### src/rtl/latq_bank_read_port.sv
// Read sequencer for a latch-based register bank: waits for the addressed row's
// enable to be low and settled, captures the row into a flop, returns it with valid/ack.
module latq_bank_read_port #(
  parameter int WIDTH      = 8,
  parameter int DEPTH      = 8,
  parameter int AW         = 3,
  parameter int SETTLE_CYC = 1,
  parameter int STALL_MAX  = 15
) (
  input  logic                   CLK,
  input  logic                   RST,
  input  logic                   RD_REQ,
  input  logic [AW-1:0]          RD_ADDR,
  output logic                   RD_READY,
  output logic                   RD_VALID,
  input  logic                   RD_ACK,
  output logic [WIDTH-1:0]       RD_DATA,
  output logic                   RD_ERR,
  input  logic [DEPTH-1:0]       ROW_E,
  input  logic [DEPTH*WIDTH-1:0] ROW_Q
);
  typedef enum logic [1:0] {IDLE, WAIT, SETTLE, RESP} state_t;

  state_t           state, state_nx;
  logic [AW-1:0]    addr, addr_nx, sel_addr;
  logic [7:0]       stall_cnt, stall_nx;
  logic [2:0]       settle_cnt, settle_nx;
  logic [WIDTH-1:0] data_nx, q_sel;
  logic             err_nx, e_sel, in_range;
  logic             live;
  logic [WIDTH-1:0] rows [DEPTH];

  for (genvar r = 0; r < DEPTH; r++) begin : g_row
    assign rows[r] = ROW_Q[r*WIDTH +: WIDTH];
  end

  // Row select by compare rather than indexing, so an address >= DEPTH never
  // reaches ROW_Q and simply reports not-in-range.
  assign sel_addr = (state == IDLE) ? RD_ADDR : addr;
  always_comb begin
    e_sel    = 1'b0;
    q_sel    = '0;
    in_range = 1'b0;
    for (int r = 0; r < DEPTH; r++) begin
      if (sel_addr == AW'(r)) begin
        e_sel    = ROW_E[r];
        q_sel    = rows[r];
        in_range = 1'b1;
      end
    end
  end

  assign RD_READY = live && (state == IDLE);
  assign RD_VALID = (state == RESP);

  always_comb begin
    state_nx  = state;
    addr_nx   = addr;
    stall_nx  = stall_cnt;
    settle_nx = settle_cnt;
    data_nx   = RD_DATA;
    err_nx    = RD_ERR;
    case (state)
      IDLE: if (RD_REQ && live) begin
        addr_nx   = RD_ADDR;
        stall_nx  = '0;
        settle_nx = '0;
        if (!in_range) begin
          state_nx = RESP;
          data_nx  = '0;
          err_nx   = 1'b1;
        end else if (e_sel) state_nx = WAIT;
        else                state_nx = SETTLE;
      end
      WAIT: if (e_sel) begin
        if (stall_cnt >= 8'(STALL_MAX-1)) begin
          state_nx = RESP;
          data_nx  = '0;
          err_nx   = 1'b1;
        end else if (stall_cnt != 8'hff) stall_nx = stall_cnt + 8'd1;
      end else begin
        state_nx  = SETTLE;
        settle_nx = '0;
      end
      SETTLE: if (e_sel) state_nx = WAIT;   // stall budget keeps accumulating
      else if (settle_cnt >= 3'(SETTLE_CYC-1)) begin
        state_nx = RESP;
        data_nx  = q_sel;
        err_nx   = 1'b0;
      end else if (settle_cnt != 3'h7) settle_nx = settle_cnt + 3'd1;
      RESP: if (RD_ACK) state_nx = IDLE;
      default: state_nx = IDLE;
    endcase
  end

  always_ff @(posedge CLK or posedge RST) begin
    if (RST) begin
      state      <= IDLE;
      addr       <= '0;
      stall_cnt  <= '0;
      settle_cnt <= '0;
      RD_DATA    <= '0;
      RD_ERR     <= 1'b0;
      live       <= 1'b0;
    end else begin
      state      <= state_nx;
      addr       <= addr_nx;
      stall_cnt  <= stall_nx;
      settle_cnt <= settle_nx;
      RD_DATA    <= data_nx;
      RD_ERR     <= err_nx;
      live       <= 1'b1;
    end
  end
endmodule

### config.mk
export PLATFORM = sky130hd
export DESIGN_NAME = latq_bank_read_port
export DESIGN_NICKNAME = d
export VERILOG_FILES = /design/src/rtl/latq_bank_read_port.sv
export SDC_FILE = /design/constraint.sdc
export NUM_CORES = 1
export LEC_CHECK = 0
export CAP_MARGIN = 5
export CORE_ASPECT_RATIO = 0.5
export CORE_MARGIN = 4
export CORE_UTILIZATION = 38
export CTS_CLUSTER_SIZE = 24
export DETAILED_ROUTE_END_ITERATION = 7
export PLACE_DENSITY_LB_ADDON = 0.25
export SLEW_MARGIN = 10
export SYNTH_ARGS = -nofsm -noshare
export SYNTH_HDL_FRONTEND = slang
export SYNTH_SLANG_ARGS = --single-unit
### constraint.sdc
create_clock -name CLK -period 2.4 [get_ports CLK]
set_input_delay 0.48 -clock CLK [delete_from_list [all_inputs] [get_ports CLK]]
set_output_delay 0.48 -clock CLK [all_outputs]
set_load 0.03 [all_outputs]
==> flow_summary.ini <==
[status]
status = finished with violations
violations = negative setup slack

[yosys]
postSynthCellCount = 239
mappedNetlistNets = 324
synth.distinct_cells = 50
synth_top_area_cell = dfrtp_1
synth_ff_type = dfrtp_1
synthTopCellsByArea = dfrtp_1 (28%), nand2_1 (6.9%), mux2i_1 (5.4%)
synth_edf_count = 0
synth.cell_area_um2 = 2021
yosys.area.top_type_share_pct = 28.48
synth.yosys.seq_area_share_pct = 28.48
ys_ff_latch = 23
ys_warn_count = 0
async_flop_share_pct = 100.0
syn_avg_cell_area_um2 = 8.455

[timing]
rsz0062_at_grt = yes
setup_viol = 14
skew_ps = 14.41
slew_viol_final = 0
worst_slack_ps = -163.7
max_freq_ghz = 0.3901
period_minus_slack_ps = 2564
finalCritPeriodShare_pct = 106.8
tns_ps = -1620
hold_violations = 0

[hold_path]
min_path_type = register to register

[placed_design]
hpwlAfterDp_um = 5583
dp_cells = 421
finalWeightedCongestion = 0.8523
pre_cts_ws_ps = -502.2
io_buffers = 89

[power]
p_int_w = 0.002541
power_frac_seq_pct = 15.4
pwr-share-comb_pct = 79.2
pwr_density_cell_nw_per_um2 = 1347
p_leak_nw = 1.488
swShare_pct = 46.04
p_sw_w = 0.002168
vdd_drop_max_mv = 0.5905
power.share.clock_pct = 5.4

[floorplanning]
fp-row-count = 18
io_pins = 90
core_um2 = 5022
die_w_um = 111.1
start_util_pct = 40.23
fp.dieH_um = 59.57
dieArea_um2 = 6619

[finish]
n_fill_cell = 387
drive_gt1_share_pct = 23.77
multi_input_area_um2 = 1458
final_common_cell = clkdlybuf4s50_1
num_antenna_cells = 0
layout.nets = 452
final_cells = 436
seq_area_um2 = 575.6
final_util_pct = 69.61
layout_common_cells = clkdlybuf4s50_1 (85), buf_4 (42), nand2_1 (37), dfrtp_1 (23), nand3_1 (20)
syn_to_final_growth_pct = 73.00

[routing]
drtIter0Drc = 177
vias = 2361
drt-wirelength-per-cell_um = 17.06
first_pass_iters = 5
drc = 0
detail-route-antenna-nets = 0
via_per_inst = 5.415
totalWireLength_um = 7440

[critical_path]
criticalPathCategory = register to register
crit_required_ps = 2550
worst_setup_path_end_kind = register
worstSetupStartpointType = register
critical_path.max_fanout = 6
arrival_ps = 2720

[global_routing]
grt_pass1_wl_um = 11600
grt_start_max_net_pins = 26
grt_antenna_before_repair = 0
gr-total-overflow = 0
grt_util_all_layers_pct = 21.63
grt_pass1_vias = 2352

[clock_network]
clk_pin_slew_ps = 90
numCtsBuffers = 3
holdBufCountCts = 0
clkSinkCount = 23
cts-root-buf = clkbuf_8
cts_tree = done
worstSkewPairLatency_ps = 280
cts_buffer_depth = 2
htree_levels = 1

[run]
drv_cap = 0
[critical path, stage by stage (launching register included)]
cell and delay [ps]:
dfrtp_1 410, inv_2 90, ha_4 220, mux2i_4 290
mux2_4 330, a221oi_4 300, a32oi_4 200, nand3b_1 270
buf_4 200, a21boi_1 130
[per-stage QoR]
stage / total power [W] / area (um2) / hold slack (ps)
2_1_floorplan: 0.002682 / 2039 / 463.5
3_3_place_gp: 0.003789 / 3232 / 479.8
3_5_place_dp: 0.003874 / 3232 / 481.4
4_1_cts: 0.004450 / 3426 / 506.4
5_1_grt: 0.005016 / 3496 / 536.8
6_report: 0.004708 / 3496 / 502.3
[cell type report]
type | instances | area share [%]
Clock buffer | 3 | 1.181
Inverter | 16 | 1.718
Multi-Input combinational cell | 188 | 41.70
Timing Repair Buffer | 135 | 36.22
Sequential cell | 23 | 16.46
Clock inverter | 1 | 0.2147
Tap cell | 70 | 2.505
[cell families (layout without fill, tap and decap cells)]
kind of cell | after synthesis | after routing | share of synthesized area (%)
buf+inv | 28 | 155 | 5.882
mux | 22 | 22 | 14.18
flops | 23 | 23 | 28.48
compound gates | 67 | 67 | 25.95
other cells | 1 | 1 | 0.1856
fa+ha+maj | 6 | 6 | 3.715
simple gates | 92 | 92 | 21.61
[final timing paths]
| kind | slack [ps] | depth (start not counted) | start | endpoint |
|---|---|---|---|---|
| setup / recovery | -160 | 9 | state[1] | RD_ERR |
| hold / removal | 500 | 1 | RD_DATA[3] | RD_DATA[3] |
| setup reg to reg | -160 | 9 | state[1] | RD_ERR |
| hold reg to reg | 500 | 1 | RD_DATA[3] | RD_DATA[3] |
| max in group asynchronous | 1600 | 3 | RST | RD_DATA[1] |
| min in group asynchronous | 540 | 3 | RST | stall_cnt[7] |
[power by group through the flow]
stage	logic, W	clock network, W	registers (W)
finish	0.00373	0.000254	0.000726
global route	0.00399	0.000277	0.000748
CTS	0.00348	0.000258	0.000712
detailed placement	0.00317	0	0.000707
global placement	0.00309	0	0.000704
floorplan	0.00188	0	0.000802
[timing repair]
action / 4_1_cts / 5_1_grt
pin swaps: 8 / 5
setup buffers: 7 / 4
cloned: 0 / 0
resized for setup: 25 / 7
setup endpoints to repair: 16 / 14
[layer usage]
metal	GRT usage [%]	share of wire (%)
met5	0	0
met2	39.74	49
met3	3.772	5.7
met4	2.600	0.90
met1	28.11	44
[Yosys cell counts (2+ instances only)]
cell type  number
nand3_1        21
clkbuf_1        6
o2bb2ai_1       7
a221oi_2        2
o22ai_1         3
nand2_1        37
mux2_4          2
or3b_2          3
a211oi_1        3
and2_1          4
a21boi_0        3
a21oi_1        12
nor3_1          3
a32oi_1         5
mux2i_4         3
o32ai_1         2
nor3b_1         2
nor2_1         12
o211ai_1        5
mux2_2          5
ha_1            6
or3_1           2
dfrtp_1        23
nor2b_1         4
inv_1          15
a31oi_1         4
buf_2           4
mux2i_1        11
o21ai_0         9
[state kept, by name, indices dropped and copies added (netlist names)]
signal and count:
RD_DATA 8, stall_cnt 8, state 2, addr 3
live 1, RD_ERR 1
No activity file was read; power rests on OpenSTA's default activity.
